--- src/rtl/halflife_pkg.sv ---
// Shared types and defaults for the half-life decay controller.
package halflife_pkg;

    localparam int unsigned N_DEF  = 4;
    localparam int unsigned PW_DEF = 8;
    localparam int unsigned HW     = 4;

    typedef enum logic [2:0] {
        ST_IDLE  = 3'd0,
        ST_LOAD  = 3'd1,
        ST_WAIT  = 3'd2,
        ST_HALVE = 3'd3,
        ST_DONE  = 3'd4,
        ST_CLEAR = 3'd5
    } state_t;

    // Increment that sticks at the all-ones value.
    function automatic logic [HW-1:0] sat_inc(input logic [HW-1:0] x);
        return (x == {HW{1'b1}}) ? x : x + HW'(1);
    endfunction

endpackage

--- src/rtl/hl_prescaler.sv ---
// Cycle prescaler: counts while enabled, flags the last cycle of each period.
module hl_prescaler
    import halflife_pkg::*;
#(
    parameter int unsigned PW = PW_DEF
) (
    input  logic          clk,
    input  logic          rst,
    input  logic          clr,
    input  logic          en,
    input  logic [PW-1:0] period,
    output logic          tc
);

    logic [PW-1:0] cnt;

    // Count register; clear wins over enable.
    always_ff @(posedge clk or negedge rst) begin
        if (!rst) begin
            cnt <= '0;
        end else if (clr) begin
            cnt <= '0;
        end else if (en) begin
            cnt <= cnt + PW'(1);
        end
    end

    // Terminal count: this enabled cycle is the last one of the period.
    assign tc = en && (cnt == period - PW'(1));

endmodule

--- src/rtl/halflife_ctrl.sv ---
// Half-life decay controller: loads a counter, then halves it once per period
// until it reaches zero. Outputs are registered from the next state.
module halflife_ctrl
    import halflife_pkg::*;
#(
    parameter int unsigned N  = N_DEF,
    parameter int unsigned PW = PW_DEF
) (
    input  logic          clk,
    input  logic          rst,
    input  logic          start,
    input  logic          abort,
    input  logic [N-1:0]  init_val,
    input  logic [PW-1:0] period,
    input  logic [N-1:0]  cnt_val,
    output logic          cnt_load,
    output logic [N-1:0]  cnt_in,
    output logic          cnt_clr,
    output logic          cnt_up,
    output logic          cnt_down,
    output logic          busy,
    output logic          done,
    output logic [HW-1:0] halvings
);

    state_t        state;
    state_t        state_nx;
    logic [PW-1:0] period_q;
    logic          tc;
    logic          accept_c;
    logic          load_nx;
    logic [N-1:0]  cnt_in_nx;
    logic          clr_nx;
    logic          busy_nx;
    logic          done_nx;

    // The controller only loads or clears the counter.
    assign cnt_up   = 1'b0;
    assign cnt_down = 1'b0;

    // Prescaler runs only in WAIT and restarts from zero on every WAIT entry.
    hl_prescaler #(
        .PW (PW)
    ) u_prescaler (
        .clk    (clk),
        .rst    (rst),
        .clr    (state != ST_WAIT),
        .en     (state == ST_WAIT),
        .period (period_q),
        .tc     (tc)
    );

    // State register.
    always_ff @(posedge clk or negedge rst) begin
        if (!rst) begin
            state <= ST_IDLE;
        end else begin
            state <= state_nx;
        end
    end

    // Next-state logic and the output values that next state will present.
    always_comb begin
        state_nx  = state;
        accept_c  = 1'b0;
        load_nx   = 1'b0;
        cnt_in_nx = '0;
        clr_nx    = 1'b0;
        busy_nx   = 1'b1;
        done_nx   = 1'b0;

        case (state)
            ST_IDLE: begin
                if (start) begin
                    state_nx = ST_LOAD;
                    accept_c = 1'b1;
                end
            end
            ST_LOAD:  state_nx = ST_WAIT;
            ST_WAIT: begin
                if (cnt_val == '0) begin
                    state_nx = ST_DONE;
                end else if (tc) begin
                    state_nx = ST_HALVE;
                end
            end
            ST_HALVE: state_nx = ST_WAIT;
            ST_DONE:  state_nx = ST_IDLE;
            ST_CLEAR: state_nx = ST_IDLE;
            default:  state_nx = ST_IDLE;
        endcase

        if (abort && (state inside {ST_LOAD, ST_WAIT, ST_HALVE, ST_DONE})) begin
            state_nx = ST_CLEAR;
        end

        case (state_nx)
            ST_IDLE:  busy_nx = 1'b0;
            ST_LOAD: begin
                // LOAD is only entered from IDLE, so init_val is the value being latched.
                load_nx   = 1'b1;
                cnt_in_nx = init_val;
            end
            ST_HALVE: begin
                // The counter does not change between WAIT and HALVE.
                load_nx   = 1'b1;
                cnt_in_nx = cnt_val >> 1;
            end
            ST_DONE:  done_nx = 1'b1;
            ST_CLEAR: clr_nx  = 1'b1;
            default:  busy_nx = 1'b1;
        endcase
    end

    // Registered outputs, latched period and halving count.
    always_ff @(posedge clk or negedge rst) begin
        if (!rst) begin
            cnt_load <= 1'b0;
            cnt_in   <= '0;
            cnt_clr  <= 1'b0;
            busy     <= 1'b0;
            done     <= 1'b0;
            period_q <= '0;
            halvings <= '0;
        end else begin
            cnt_load <= load_nx;
            cnt_in   <= cnt_in_nx;
            cnt_clr  <= clr_nx;
            busy     <= busy_nx;
            done     <= done_nx;
            if (accept_c) begin
                period_q <= (period == '0) ? PW'(1) : period;
                halvings <= '0;
            end else if (state == ST_HALVE) begin
                halvings <= sat_inc(halvings);
            end
        end
    end

endmodule

--- config.mk ---
export PLATFORM = sky130hd
export DESIGN_NAME = halflife_ctrl
export DESIGN_NICKNAME = d
export VERILOG_FILES = /design/src/rtl/halflife_pkg.sv /design/src/rtl/hl_prescaler.sv /design/src/rtl/halflife_ctrl.sv
export SDC_FILE = /design/constraint.sdc
export NUM_CORES = 1
export LEC_CHECK = 0
export ABC_AREA = 1
export CORE_MARGIN = 2
export CORE_UTILIZATION = 50
export DETAILED_ROUTE_END_ITERATION = 8
export HOLD_SLACK_MARGIN = 0.12
export PLACE_DENSITY_LB_ADDON = 0.12
export SLEW_MARGIN = 20
export SYNTH_ARGS = -nofsm -noshare
export SYNTH_HDL_FRONTEND = slang
export SYNTH_SLANG_ARGS = --single-unit
--- constraint.sdc ---
create_clock -name clk -period 2.9 [get_ports clk]
set_clock_uncertainty 0.1 [all_clocks]
set_input_delay 0.58 -clock clk [delete_from_list [all_inputs] [get_ports clk]]
set_output_delay 0.58 -clock clk [all_outputs]
set_load 0.05 [all_outputs]
# == Yosys cells after proc, flatten, opt, wreduce, memory -nomap -nowiden ==
# Index checks and enable logic that the tools add are counted.
# word_totals
inputBits,20
output_inout_bits,14
regBits,31
# op_classes
mux,18
n_reduce_logical,12
addsub,3
eq_ne,12
# ops
op,n
8-bit 2-to-1 mux,3
3-bit 2-to-1 mux,4
4-bit 2-to-1 mux,3
"3-bit by 2-bit == test with 1-bit output, second input constant",3
"3-bit == test, second input constant",3
3-bit one-hot mux with 3 select lines,1
"8-bit by 1-bit adder with 8-bit output, second input constant",1
8-bit == test,1
8-bit zero test,1
4-bit one-hot mux with 2 select lines,1
"8-bit by 1-bit subtractor with 8-bit output, second input constant",1
"3-bit by 1-bit == test with 1-bit output, second input constant",2
3-bit zero test,2
1-bit 2-to-1 mux,6
"4-bit by 1-bit adder with 4-bit output, second input constant",1
"4-bit == test, second input constant",1
4-bit zero test,1
2-bit nonzero test,2
4-bit nonzero test,1
2-bit OR reduction,2
"3-bit by 2-bit != test with 1-bit output, second input constant",1
1-bit logical AND,2
"2-bit != test, second input constant",1
2-bit AND reduction,1

# == Depth between registers and ports, before layout ==
# Gate-level depths: netlist of run 1.
# depth
word_depth,10
depth_mapped,16
mapped_depth_nobuf,16

# == Hierarchy ==
# Synthesis of run 1 repeated with hierarchy kept, for this count alone.
# unflattened
hier_cells,228
hier_area_um2,1715.4
# modules_own_cells
mod,instances,area_per_inst_um2,seq_area_each_um2,cells_each
halflife_ctrl,1,1037.2,575.6,121
hl_prescaler,1,678.2,200.2,107

# == Worst setup path after synthesis of run 1 ==
# OpenSTA, ideal clock, no wires.
# synth_timing
kind,register to register
startpoint,register period_q[0]
endpoint,register cnt_in[0]
path_stages_with_launch,17
n_path_buf,0
arrival_time_ns,1.487
synth_period_minus_slack_ns,1.652
path_slack_ns,1.248
path_cell_list,dfrtp_1 -> inv_1 -> ha_1 -> inv_1 -> nand2_1 -> nand2_1 -> nand2_1 -> nand2_1 -> nor2_1 -> nand2_1 -> nor2_1 -> nand2_1 -> nand2_1 -> nand2_2 -> nand2_4 -> nand3_1 -> nand2_1
# synth_via
elab_chain_cells,9
elab_cells_between_ends,10
cone_classes,add/sub: 1; eq/ne: 3; mux: 5; reduce/logical: 1
# synth_rtl
item,line,source
start: declaration,halflife_ctrl.sv:28,logic [PW-1:0] period_q;
start signal: assignment,halflife_ctrl.sv:132,period_q <= (period == '0) ? PW'(1) : period;
8-bit by 1-bit subtractor with 8-bit output (*),hl_prescaler.sv:29,assign tc = en && (cnt == period - PW'(1));
8-bit == test (*),hl_prescaler.sv:29,
1-bit logical AND (*),hl_prescaler.sv:29,
3-bit 2-to-1 mux (*),halflife_ctrl.sv:83,end else if (tc) begin
3-bit 2-to-1 mux (*),halflife_ctrl.sv:81,if (cnt_val == '0) begin
3-bit one-hot mux with 3 select lines (*),halflife_ctrl.sv:72,case (state)
3-bit 2-to-1 mux (*),halflife_ctrl.sv:93,"if (abort && (state inside {ST_LOAD, ST_WAIT, ST_HALVE, ST_DONE})) begin"
named net state_nx[0],halflife_ctrl.sv:27,state_t state_nx;
3-bit by 2-bit == test with 1-bit output or 3-bit by 1-bit == test with 1-bit output (tied branches),halflife_ctrl.sv:97,case (state_nx)
4-bit one-hot mux with 2 select lines (*),halflife_ctrl.sv:97,
named net cnt_in_nx[0],halflife_ctrl.sv:32,logic [N-1:0] cnt_in_nx;
end signal: assignment,halflife_ctrl.sv:127,cnt_in <= cnt_in_nx;
end: declaration,halflife_ctrl.sv:17,"output logic [N-1:0] cnt_in,"
# Mark *: on every way through the listed nets, which the timed path passes. The rest lies on a longest branch.
# A chain may end at the register's enable or synchronous reset.

# == Worst setup path in the final report of run 1 ==
# layout_timing
startpoint,register halvings[2]
endpoint,output port halvings[2]
# layout_rtl
item,line,source
start: declaration,halflife_ctrl.sv:23,output logic [HW-1:0] halvings
start signal: assignment,halflife_ctrl.sv:135,halvings <= sat_inc(halvings);
# No word-level cell between the ends.

==> results.md, run 1 <==
- First-pass GRT wire length: ~6000 um
- Reg-to-reg critical path startpoint: period_q[0]$_DFFE_PN0P_
- Detailed-placement wirelength estimate: 2580 um
- DRT antenna net count: 0
- CTS tree: built
- Standby leakage power: 0.00101 uW
- Reg-to-reg setup timing slack: 0.95 ns
- Largest fanout on the critical path: 5
- Count of port buffers added during placement: 31
- Number of buffers on the longest clock path: 2
- Number of global-route vias before repair: ~1500
- Power Density: about 940 mW/mm^2
- Inserted Clock Buffers: 5
- Nature of the critical path endpoint: output port
- Post-DP Area: around 0.0020 mm^2
- FP Rows: 20
- Clk Latency, worst-skew pair: roughly 0.33 ns
- Kind of launch point of the worst setup path: flop
- Crit path arrival time: 1.58 ns
- Die outline area: 0.00370 mm^2
- Number of maximum-capacitance constraint violations: 0
- Distinct cell type count of the synthesized netlist: 27
- Final Max Tran Viols: 0
- Worst Hold Path Cells: 2
- Clock transition at path regs: about 0.090 ns
- Register-to-Register Path Depth: 16
- Vias: roughly 1500
- Data required time of the worst path: between 2 and 2.5 ns
- Number of endpoints failing setup at the final stage: 0
- Dominant cells by area after synthesis: dfrtp_1 (48%), nand2_1 (13%), inv_1 (7.4%)
- Residual DRC: 0
- Warning count from the yosys run: 0
- Number of antenna violations at the first check in global routing: 0
- Number of instances in the synthesized netlist: a little over 200
- Number of antenna cells inserted: 0
- IR drop worst, VDD: roughly 520 uV
- Worst hold path startpoint: period_q[7]$_DFFE_PN0P_
- 1st-pass router iterations: 4
- Post-synthesis register bit count: 31
- Share of synthesized area occupied by flip-flops and latches: between 40% and 50%
- Ordered list of cells on the worst path: clkdlybuf4s50_1
- Buffering stage count on the worst path with inverters included: 1
- Initial core utilization: 52.8%
- Number of logic stages on the critical path including buffering: 1
- CTS H-tree lvls: 2
- Hold violation count in the final report: 0
- Worst stage delay on the critical path: between 0.8 and 0.9 ns
- Post-CTS Hold Fix Bufs: 0
- Worst hold path endpoint: period_q[7]$_DFFE_PN0P_
- Number of violations reported at the end of detailed-routing iteration 0: 93
- Tightest Pin Transition: between 0.5 and 0.6 ns
- Final Critical Period: between 2 and 2.5 ns
- Gpl congestion: roughly 0.81
- Async SR Flop Fraction: 100%
- Net count, final: ~260
- Result of the run: completed
- Commonest cells in the synthesized netlist: nand2_1 (55), inv_1 (32), dfrtp_1 (31)
- Area growth from synthesis to final layout: 26.1%
- TritonCTS sink count: 31
- Critical setup path kind: flop to output port
- Number of instances resized during post-cts repair: 0
- Max frequency: 442 MHz
- Setup bufs post-CTS: 0
- Number of synthesized flops with an enable pin: 0
- Floorplan die width: 60.8 um
- Final non-filler cell total: around 290
- Cell family with most CP delay: buffers and inverters
- Master of the slowest instance on the critical path: clkdlybuf4s50_1
- Final core utilization: between 60% and 70%
- Vertical extent of the die: ~61 um
- Overflow after GRT: 0
- Root buffer cell: clkbuf_4
- Slew HR: between 60% and 70%
- Core Footprint: between 0.003 and 0.004 mm^2
- Synth Area per Inst: 7.87 um^2
- Maximum number of pins on one net before global-route repair: 32
- Via/cell ratio: 5.07
- Overall Global Routing Usage: between 20% and 30%
- Dominant cell by count in the synthesized netlist: nand2_1
- Portion of synthesized cell area occupied by the leading cell type: roughly half
- Number of top-level pins: 34
- Worst r2r dst: cnt_in[1]$_DFF_PN0_
- Final Routed Wirelength: 3410 um
- HP Class: flop to flop
- Summed area of non-filler cells in the final layout: about 0.0020 mm^2
- Share of the cycle needed by the critical path after routing: approximately four fifths
- Post-placement cell count: roughly 280
- Post-synthesis instance area: approximately 0.0016 mm^2
- Fraction of layout instances using a drive strength above 1: 6.61%
- RSZ-0062 raised after global routing: false
- Synth area leader: dfrtp_1
- Post-synth top flop: dfrtp_1
- Setup total negative slack: 0 ns
- Final routed wire length divided by cell count: around 12 um
## power by group
group	leakage, uW	total (uW)	switching (uW)	internal [uW]
sequential	0.000404	677	111	566
combinational	0.000563	955	628	327
clock	0.0000386	289	147	143
total	0.00101	1920	886	1040
## through the flow
step | setup WS, ns | total power (uW) | hold WS [ns]
after detailed placement | 0.682 | 1640 | 0.392
after global routing | 0.590 | 2070 | 0.461
after CTS | 0.627 | 1930 | 0.418
after floorplan | 1.25 | 1360 | 0.184
final | 0.636 | 1920 | 0.412
after global placement | 0.787 | 1600 | 0.395
## cell usage in the layout, fill, tap and decap left out, types with 4 or more instances in the layout
master,instances
nor3b_1,4
clkbuf_4,5
nand4_1,4
nand2_1,55
clkdlybuf4s50_1,31
inv_1,32
a21oi_1,6
dfrtp_1,31
nor3_1,5
nand3_1,13
nor2_1,16
xor2_1,4
o21ai_0,10
## cells by family (layout without fill, tap and decap cells)
| group | count (synthesis) | after routing | share of synthesized area, % |
|---|---|---|---|
| fa+ha+maj | 3 | 3 | 2.33 |
| compound gates | 19 | 19 | 6.13 |
| simple gates | 107 | 107 | 30.3 |
| buf+inv | 37 | 73 | 9.15 |
| other cells | 1 | 2 | 0.233 |
| flops | 31 | 31 | 48.1 |
| xor+xnor | 7 | 7 | 3.80 |
## cell type report
cell class | count | area, um^2
timing repair buffer | 32 | 318
inverter | 33 | 124
multi-input combinational | 138 | 693
clock buffer | 8 | 68.8
tap | 44 | 55.1
fill | 273 | 1020
sequential | 31 | 776
## sequential cells by signal, summed over array words and instances (netlist names)
name	cells
period_q	8
u_prescaler.cnt	8
cnt_in	4
halvings	4
state	3
busy	1
cnt_clr	1
cnt_load	1
done	1
## worst max-delay path by stage
stage,to,start,slack (ns)
floorplan,cnt_in[0]$_DFF_PN0_,period_q[0]$_DFFE_PN0P_,1.25
global placement,cnt_in[0]$_DFF_PN0_,cnt_val[1],0.79
detailed placement,done$_DFF_PN0_,cnt_val[1],0.68
CTS,halvings[0],halvings[0]$_DFFE_PN0P_,0.63
global route,halvings[0],halvings[0]$_DFFE_PN0P_,0.59
finish,halvings[2],halvings[2]$_DFFE_PN0P_,0.64
## per-layer routing
metal | up-vias | part of all wire (%) | track usage (%)
met3 | 9 | 3.5 | 3.84
met1 | 696 | 41 | 23.6
li1 | 712 | - | -
met2 | 33 | 53 | 41.0
met4 | 0 | 2.1 | 9.32
met5 | - | 0 | 0
(Power assumes the default switching activity.)
==> run 2: changes to the inputs <==
--- a/config.mk
+++ b/config.mk
@@ -7,7 +7,7 @@
 export LEC_CHECK = 0
 export ABC_AREA = 1
 export CORE_MARGIN = 2
-export CORE_UTILIZATION = 50
+export CORE_UTILIZATION = 45
 export DETAILED_ROUTE_END_ITERATION = 8
 export HOLD_SLACK_MARGIN = 0.12
 export PLACE_DENSITY_LB_ADDON = 0.12
==> constraint.sdc (replaced) <==
create_clock -name clk -period 2 [get_ports clk]
set_clock_uncertainty 0.1 [all_clocks]
set_input_delay 0.4 -clock clk [delete_from_list [all_inputs] [get_ports clk]]
set_output_delay 0.4 -clock clk [all_outputs]
set_load 0.05 [all_outputs]
==> run 2 against run 1 <==
Net effect:
- worst hold slack worse by 0.067 ns
- cell count is 3.5% higher
- critical path depth stayed put
- first-iteration DRC count is 49% lower
- sequential share of layout area is 2.0 points lower
- combinational power is 57% higher
- global-route usage is 4.2 points lower
- die area is 10% higher
- cell area is 5.4% higher
- non-clock buffer count is 8 higher
- utilization is 3.4 points lower
- critical endpoint is now cnt_in[3]
- highest routed layer unchanged
==> results.md, run 2 (same netlist as run 1, synthesis figures left out) <==
- Area growth from synthesis to final layout: 33.0%
- Floorplan die width: roughly 64 um
- 1st-pass router iterations: 4
- Tightest Pin Transition: ~0.51 ns
- Final Routed Wirelength: ~3200 um
- Nature of the critical path endpoint: output port
- Count of port buffers added during placement: 31
- Clock transition at path regs: roughly 0.1 ns
- Inserted Clock Buffers: 5
- Setup slack after layout: roughly 0.055 ns
- Number of antenna cells inserted: 0
- Share of the cycle needed by the critical path after routing: 97.2%
- Top library cells by usage in the layout, fill and taps aside: nand2_1 (54), dfrtp_1 (31), inv_1 (30), clkdlybuf4s50_1 (20), nor2_1 (15)
- Number of maximum-capacitance constraint violations: 0
- Vertical extent of the die: 63.9 um
- Gpl congestion: roughly 0.80
- Core Footprint: approximately 0.0034 mm^2
- Final Max Tran Viols: 0
- Via/cell ratio: ~4.7
- Largest fanout on the critical path: 1
- Leading cell type in the layout, fill and taps excluded: nand2_1
- Crit path arrival time: roughly 1.4 ns
- Maximum number of pins on one net before global-route repair: 32
- Overflow after GRT: 0
- TritonCTS sink count: 31
- DRT antenna net count: 0
- Critical setup path kind: flop to output port
- HP Class: input port to asynchronous set/reset pin
- Worst Setup Slack post-DPL: around 0.072 ns
- CTS H-tree lvls: 2
- Hold violation count in the final report: 0
- Power Density: about 1400 mW/mm^2
- Vias: 1395
- Number of global-route vias before repair: ~1300
- Result of the run: completed
- Ordered list of cells on the worst path: clkdlybuf4s50_1
- First-pass GRT wire length: approximately 5500 um
- Final routed wire length divided by cell count: about 11 um
- Setup total negative slack: 0 ns
- CTS tree: built
- Net count, final: between 200 and 300
- Number of violations reported at the end of detailed-routing iteration 0: 47
- Buffering stage count on the worst path with inverters included: 1
- IR drop worst, VDD: about 620 uV
- Overall Global Routing Usage: approximately 18%
- Number of top-level pins: 34
- Residual DRC: 0
- Kind of launch point of the worst setup path: flop
- Clk Latency, worst-skew pair: ~0.33 ns
- Final Critical Period: between 1.5 and 2 ns
- Max frequency: a little over 500 MHz
- Master of the slowest instance on the critical path: clkdlybuf4s50_1
- FP Rows: 21
- Standby leakage power: roughly 0.0012 uW
- Initial core utilization: between 40% and 50%
- Slew HR: between 60% and 70%
- Worst stage delay on the critical path: about 0.79 ns
- Cell family with most CP delay: buffers and inverters
- Root buffer cell: clkbuf_4
- Number of buffers on the longest clock path: 2
- Detailed-placement wirelength estimate: between 2000 and 2500 um
- Number of endpoints failing setup at the final stage: 0
- Largest registers ranked by flip-flop count: period_q: 8 flops, u_prescaler.cnt: 8 flops
- Fraction of layout instances using a drive strength above 1: 14.0%
- Data required time of the worst path: roughly 1.5 ns
- Die outline area: between 0.004 and 0.005 mm^2
- Number of antenna violations at the first check in global routing: 0
run 2: worst paths after layout:
check | from | endpoint | slack, ns | cells past startpoint
hold / removal | rst | busy$_DFF_PN0_ | 0.34 | 2
setup / recovery | cnt_in[3]$_DFF_PN0_ | cnt_in[3] | 0.06 | 1
hold reg to reg | u_prescaler.cnt[0]$_DFF_PN0_ | u_prescaler.cnt[0]$_DFF_PN0_ | 0.41 | 1
max in group asynchronous | rst | cnt_in[3]$_DFF_PN0_ | 1.17 | 2
min in group clk | u_prescaler.cnt[0]$_DFF_PN0_ | u_prescaler.cnt[0]$_DFF_PN0_ | 0.41 | 1
setup reg to reg | period_q[1]$_DFFE_PN0P_ | cnt_in[2]$_DFF_PN0_ | 0.18 | 13
run 2: report_power, final:
group | total, uW | switching, uW | leakage [uW] | internal [uW]
sequential | 973 | 154 | 0.000404 | 819
clock | 507 | 211 | 0.0000482 | 295
combinational | 1500 | 936 | 0.000704 | 561
total | 2980 | 1300 | 0.00116 | 1680
run 2: final cells by class:
class	count	area [um^2]
Clock inverter	2	35.0
Inverter	33	124
Sequential cell	31	776
Timing Repair Buffer	40	385
Fill cell	309	1240
Tap cell	46	57.6
Multi-Input combinational cell	138	716
Clock buffer	6	51.3
run 2: routing by layer:
metal,track usage (%),share of wire (%)
met3,5.28,4.4
met2,28.9,46
met4,4.89,0.97
met1,22.4,49
met5,0,0
run 2: timing repair:
action / in CTS / in global routing
setup endpoints to repair: 0 / 12
gates resized for setup: 0 / 14
buffers inserted: 0 / 4
hold buffers: 0 / 0
run 2: through the flow:
stage          power, uW  instance area [um^2]  hold WS, ns  util [%]  cells
2_1_floorplan       1970                  1620      0.00441         -    206
5_1_grt             3220                  2140        0.364      63.3    296
3_3_place_gp        2360                  1990        0.385      58.7    284
6_report            2980                  2140        0.344      63.3    296
4_1_cts             2890                  2070        0.357      61.2    292
3_5_place_dp        2380                  1990        0.391      58.7    284
==> run 3: changes to the inputs <==
--- a/config.mk
+++ b/config.mk
@@ -6,6 +6,7 @@
 export NUM_CORES = 1
 export LEC_CHECK = 0
 export ABC_AREA = 1
+export CAP_MARGIN = 20
 export CORE_MARGIN = 2
 export CORE_UTILIZATION = 45
 export DETAILED_ROUTE_END_ITERATION = 8
@@ -15,3 +16,4 @@
 export SYNTH_ARGS = -nofsm -noshare
 export SYNTH_HDL_FRONTEND = slang
 export SYNTH_SLANG_ARGS = --single-unit
+export TNS_END_PERCENT = 1
==> results of run 3 <==
The final DEF is identical to that of run 2; final timing and power are the same.
